File: config.mk
export PLATFORM = sky130hd
export DESIGN_NAME = mem_loader
export DESIGN_NICKNAME = d
export VERILOG_FILES = /design/src/rtl/mem_loader.sv
export SDC_FILE = /design/constraint.sdc
export NUM_CORES = 1
export LEC_CHECK = 0
export CAP_MARGIN = 20
export CORE_MARGIN = 5
export CORE_UTILIZATION = 57
export CTS_BUF_LIST = sky130_fd_sc_hd__clkbuf_16
export DETAILED_ROUTE_END_ITERATION = 8
export PLACE_DENSITY = 0.82
export SYNTH_ARGS = -nofsm -noshare
export SYNTH_HDL_FRONTEND = slang
export SYNTH_SLANG_ARGS = --single-unit
File: constraint.sdc
create_clock -name clk_sys -period 3.4 [get_ports clk_sys]
set_clock_uncertainty 0.1 [all_clocks]
set_input_delay 0.51 -clock clk_sys [delete_from_list [all_inputs] [get_ports clk_sys]]
set_output_delay 0.51 -clock clk_sys [all_outputs]
set_load 0.005 [all_outputs]
File: src/rtl/mem_loader.sv
// Boot-time program loader: receives a length-prefixed little-endian byte stream,
// writes the payload words to instruction memory and then releases the core.
module mem_loader #(
  parameter int unsigned MEM_SIZE  = 8192,
  parameter logic [31:0] MEM_START = 32'h0000_0000
) (
  input  logic        clk_sys,
  input  logic        rst_sys_n,
  input  logic        byte_valid,
  input  logic [7:0]  byte_data,
  output logic        byte_ready,
  output logic        instr_we,
  output logic [3:0]  instr_be,
  output logic [31:0] instr_addr,
  output logic [31:0] instr_wdata,
  output logic        core_rst_n,
  output logic        load_done,
  output logic        load_err
);

  localparam logic [31:0] MAX_WORDS = 32'(MEM_SIZE / 4);

  typedef enum logic [2:0] {
    S_LEN,
    S_DATA,
    S_WR,
    S_DONE,
    S_ERR
  } state_t;

  state_t      state_q, state_d;
  logic [1:0]  cnt_q;
  logic [31:0] word_q;
  logic [31:0] len_q;
  logic [31:0] idx_q;
  logic        accept;
  logic        last_byte;
  logic [31:0] word_full;
  logic [31:0] idx_inc;

  always_comb begin
    accept    = byte_valid && byte_ready;
    last_byte = accept && (cnt_q == 2'd3);
    word_full = {byte_data, word_q[23:0]};
    idx_inc   = idx_q + 32'd1;
    state_d   = state_q;
    case (state_q)
      S_LEN: begin
        if (last_byte) begin
          if (word_full == '0)
            state_d = S_DONE;
          else if (word_full > MAX_WORDS)
            state_d = S_ERR;
          else
            state_d = S_DATA;
        end
      end
      S_DATA:  if (last_byte) state_d = S_WR;
      S_WR:    state_d = (idx_inc == len_q) ? S_DONE : S_DATA;
      default: state_d = state_q;
    endcase
  end

  // byte_ready follows the next state so the registered flag matches the state it qualifies
  always_ff @(posedge clk_sys or negedge rst_sys_n) begin
    if (!rst_sys_n) begin
      state_q     <= S_LEN;
      cnt_q       <= '0;
      word_q      <= '0;
      len_q       <= '0;
      idx_q       <= '0;
      byte_ready  <= 1'b0;
      instr_we    <= 1'b0;
      instr_be    <= '0;
      instr_addr  <= MEM_START;
      instr_wdata <= '0;
      core_rst_n  <= 1'b0;
      load_done   <= 1'b0;
      load_err    <= 1'b0;
    end else begin
      state_q    <= state_d;
      byte_ready <= (state_d == S_LEN) || (state_d == S_DATA);
      instr_we   <= 1'b0;
      instr_be   <= '0;

      if (accept) begin
        cnt_q                       <= cnt_q + 2'd1;
        word_q[{cnt_q, 3'b000} +: 8] <= byte_data;
      end

      if (state_q == S_LEN && last_byte) begin
        len_q <= word_full;
        idx_q <= '0;
      end

      if (state_q == S_DATA && last_byte) begin
        instr_we    <= 1'b1;
        instr_be    <= '1;
        instr_addr  <= MEM_START + {idx_q[29:0], 2'b00};
        instr_wdata <= word_full;
      end

      if (state_q == S_WR)
        idx_q <= idx_inc;

      if (state_q == S_DONE) begin
        load_done  <= 1'b1;
        core_rst_n <= 1'b1;
      end

      if (state_q == S_ERR)
        load_err <= 1'b1;
    end
  end

endmodule

==> reports/metrics.yaml, run 1 <==
synthesis:
  synth.area.top_cells: "dfrtp_1, mux2_2, xnor2_1"
  synth.most_common_cell: "dfrtp_1"
  avgSynthCellArea_um2: 11.4
  synth_edf_count: 0
  yosysTopAreaCell: "dfrtp_1"
  seq_area_frac_synth_pct: 51.7
  synth_ff_type: "dfrtp_1"
  async_flop_share_pct: 100
  yosys-top-cells-count: "dfrtp_1, mux2_2, o21ai_0, nand2_1, nor2_1"
  syn-instance-count: 674
  ys_ff_latch: 159
  netlist_area_mm2: 0.00770
  yosysWarningCount: 0
  synth_cell_type_count: 56
  synth_top_cell_area_share_pct: 51.7
worst_setup_path:
  critical_path_class: "register to register"
  worstPathArrival_ns: 3.39
  worst_ep_required_time_ns: 3.61
  worstPathMaxFanout: 8
  start_kind: "register"
  end_kind: "register"
floorplan:
  io_pins: 84
  initial_core_util_pct: 58.1
  fp.coreArea_mm2: 0.0132
  dieArea_mm2: 0.0159
  fp-row-count: 42
  die-height_um: 126
  die-width_um: 126
routing:
  finalWirelength_mm: 19.5
  drt_first_pass_iters: 5
  avgViaCountPerCell: 6.20
  wire_per_inst_um: 21.0
  route.detailed.drc: 0
  vias: 5749
  drtIter0Drc: 505
  antenna_left: 0
finish:
  area_growth_pct: 19.5
  fin_nets: 756
  fillCellCount: 977
  layout-drive-gt1-share_pct: 21.0
  num_antenna_cells: 0
pwr:
  p_sw_share_pct: 22.1
  irDropWorstVdd_mv: 0.334
  powerDensity_mw_per_mm2: 405
  cellLeakagePower_uw: 0.00426
  power.share.clock_pct: 47.5
  p_comb_share_pct: 1.8
  p_sw_uw: 824
  p_int_uw: 2910
  sequentialPowerShare_pct: 50.7
sta:
  finalWorstPathRequiredPeriod_ns: 3.17
  report.final.slew_viol_count: 0
  fmax_mhz: 315
  hold_ws_ns: 0.0197
  rsz0062_at_grt: "no"
  tightest_slew_ns: 0.848
  max_slew_margin_pct: 43.3
  finalCritPeriodShare_pct: 93.3
  finalHoldViolCount: 0
  setup_viol: 0
  fin_setup_tns_ns: 0
cts:
  clk_pin_slew_worst_paths_ns: 0.07
  cts_max_path_buffers: 2
  cts_setup_buffers: 0
  cts_tree: "done"
  h-tree-depth: 4
  cts_resized: 0
  cts.sink_count: 159
  worstSkewPairLatency_ns: 0.42
  cts-root-buf: "clkbuf_16"
  cts_hold_buf: 0
  cts-buffers-inserted: 17
grt:
  overflow: 0
  grt_usage_pct: 25.1
  grt_pass1_vias: 5729
  antenna_found_initial: 0
  grt_max_degree: 77
  grt_pass1_wl_mm: 31.6
outcome:
  status: "finished, final reports clean"
place:
  dpl.hpwl_mm: 13.3
  io_buffer_count: 81
  gp_congestion: 0.882
min_path:
  holdCritPathClass: "primary input to async pin"
run:
  drv_cap: 0
-- layer usage --
layer	track usage, %	share of wire (%)	vias to the layer above
met2	39.6	48	230
met4	9.21	2.5	0
li1	-	-	2588
met1	34.8	44	2890
met3	5.00	5.8	41
met5	0	0	-
-- cells in the final DEF, fill, tap and decap left out, drive strengths merged, types with 2 or more instances in the layout --
master | netlist | layout
dfrtp | 159 | 159
mux2 | 94 | 94
clkdlybuf4s50 | 0 | 80
o21ai | 46 | 46
nor2 | 37 | 37
nand2 | 37 | 37
xnor2 | 36 | 36
a22o | 24 | 24
nand3 | 20 | 20
buf | 21 | 20
inv | 11 | 18
clkbuf | 34 | 17
nor4 | 17 | 17
a21oi | 15 | 15
o31ai | 14 | 14
nand4 | 13 | 13
nor3 | 11 | 11
xor2 | 9 | 9
a31oi | 9 | 9
o41ai | 7 | 7
ha | 6 | 6
or4 | 6 | 6
mux2i | 5 | 5
or3 | 5 | 5
clkinvlp | 0 | 5
nor4b | 5 | 5
o211ai | 3 | 3
nand2b | 3 | 3
o22ai | 3 | 3
and3 | 2 | 2
nand3b | 2 | 2
a211oi | 2 | 2
nand4b | 2 | 2
o31a | 2 | 2
a21o | 2 | 2
conb | 1 | 2
clkinv | 0 | 2
a2111oi | 2 | 2
-- stage by stage --
step / setup slack, ns / area, µm² / cells / util, % / power [µW]
after floorplan: 0.660 / 7700 / 675 / - / 1930
after global placement: 0.374 / 8660 / 896 / 65.4 / 1990
after detailed placement: 0.294 / 8660 / 896 / 65.4 / 2000
after CTS: 0.289 / 9200 / 928 / 69.5 / 3750
after global routing: 0.0532 / 9200 / 928 / 69.5 / 3840
final: 0.227 / 9200 / 928 / 69.5 / 3730
-- registers in the layout, indices dropped and copies added, names as in the netlist --
signal,flops
idx_q,32
instr_wdata,32
len_q,32
instr_addr,30
word_q,24
state_q,3
cnt_q,2
byte_ready,1
instr_be,1
load_done,1
load_err,1
-- logic make-up after synthesis --
kind of cell / Yosys count / share of synthesized area, %
buffers and inverters: 66 / 3.90
multiplexers: 99 / 14.4
adder cells (fa/ha/maj): 6 / 0.975
AND/OR/NAND/NOR: 165 / 12.3
other: 1 / 0.0487
flip-flops: 159 / 51.7
XOR/XNOR: 45 / 5.12
AO/OA/AOI/OAI: 133 / 11.6
-- final timing paths --
path	startpoint	to	slack [ns]	cells past startpoint
hold reg to reg	load_err	load_err	0.36	2
min in group clk_sys	load_err	load_err	0.36	2
hold / removal	rst_sys_n	instr_wdata[23]	0.02	1
setup reg to reg	idx_q[0]	byte_ready	0.23	9
setup / recovery	idx_q[0]	byte_ready	0.23	9
max in group asynchronous	rst_sys_n	idx_q[7]	2.36	2
-- power by group through the flow --
| stage | Clock, µW | Combinational [µW] | Sequential (µW) |
|---|---|---|---|
| detailed placement | 0 | 68.4 | 1930 |
| global route | 1880 | 75.5 | 1890 |
| floorplan | 0 | 4.02 | 1930 |
| CTS | 1790 | 68.9 | 1890 |
| finish | 1770 | 66.8 | 1890 |
| global placement | 0 | 66.4 | 1930 |
-- critical path, cell delays in order (launching register included) --
cell      delay [ns]
dfrtp_1         0.48
ha_1            0.28
nand3_1         0.22
or4_4           0.64
nor3_2          0.29
xnor2_1         0.12
nor4b_1         0.27
o211ai_1        0.17
o31a_1          0.36
o211a_1         0.12
-- area by class of cell --
type / instances / area, µm² / share of cell area, %
Sequential cell: 159 / 3980 / 43.2
Multi-Input combinational cell: 450 / 3440 / 37.3
Timing Repair Buffer: 100 / 980 / 10.6
Clock buffer: 17 / 425 / 4.62
Tap cell: 176 / 220 / 2.39
Clock inverter: 15 / 121 / 1.32
Inverter: 11 / 41.3 / 0.449
No activity file was read; power rests on OpenSTA's default activity.
==> inputs of run 2 (changes only) <==
- HOLD_SLACK_MARGIN: default -> 0.02
==> results of run 2 <==
The final DEF is identical to that of run 1; final timing and power are the same.
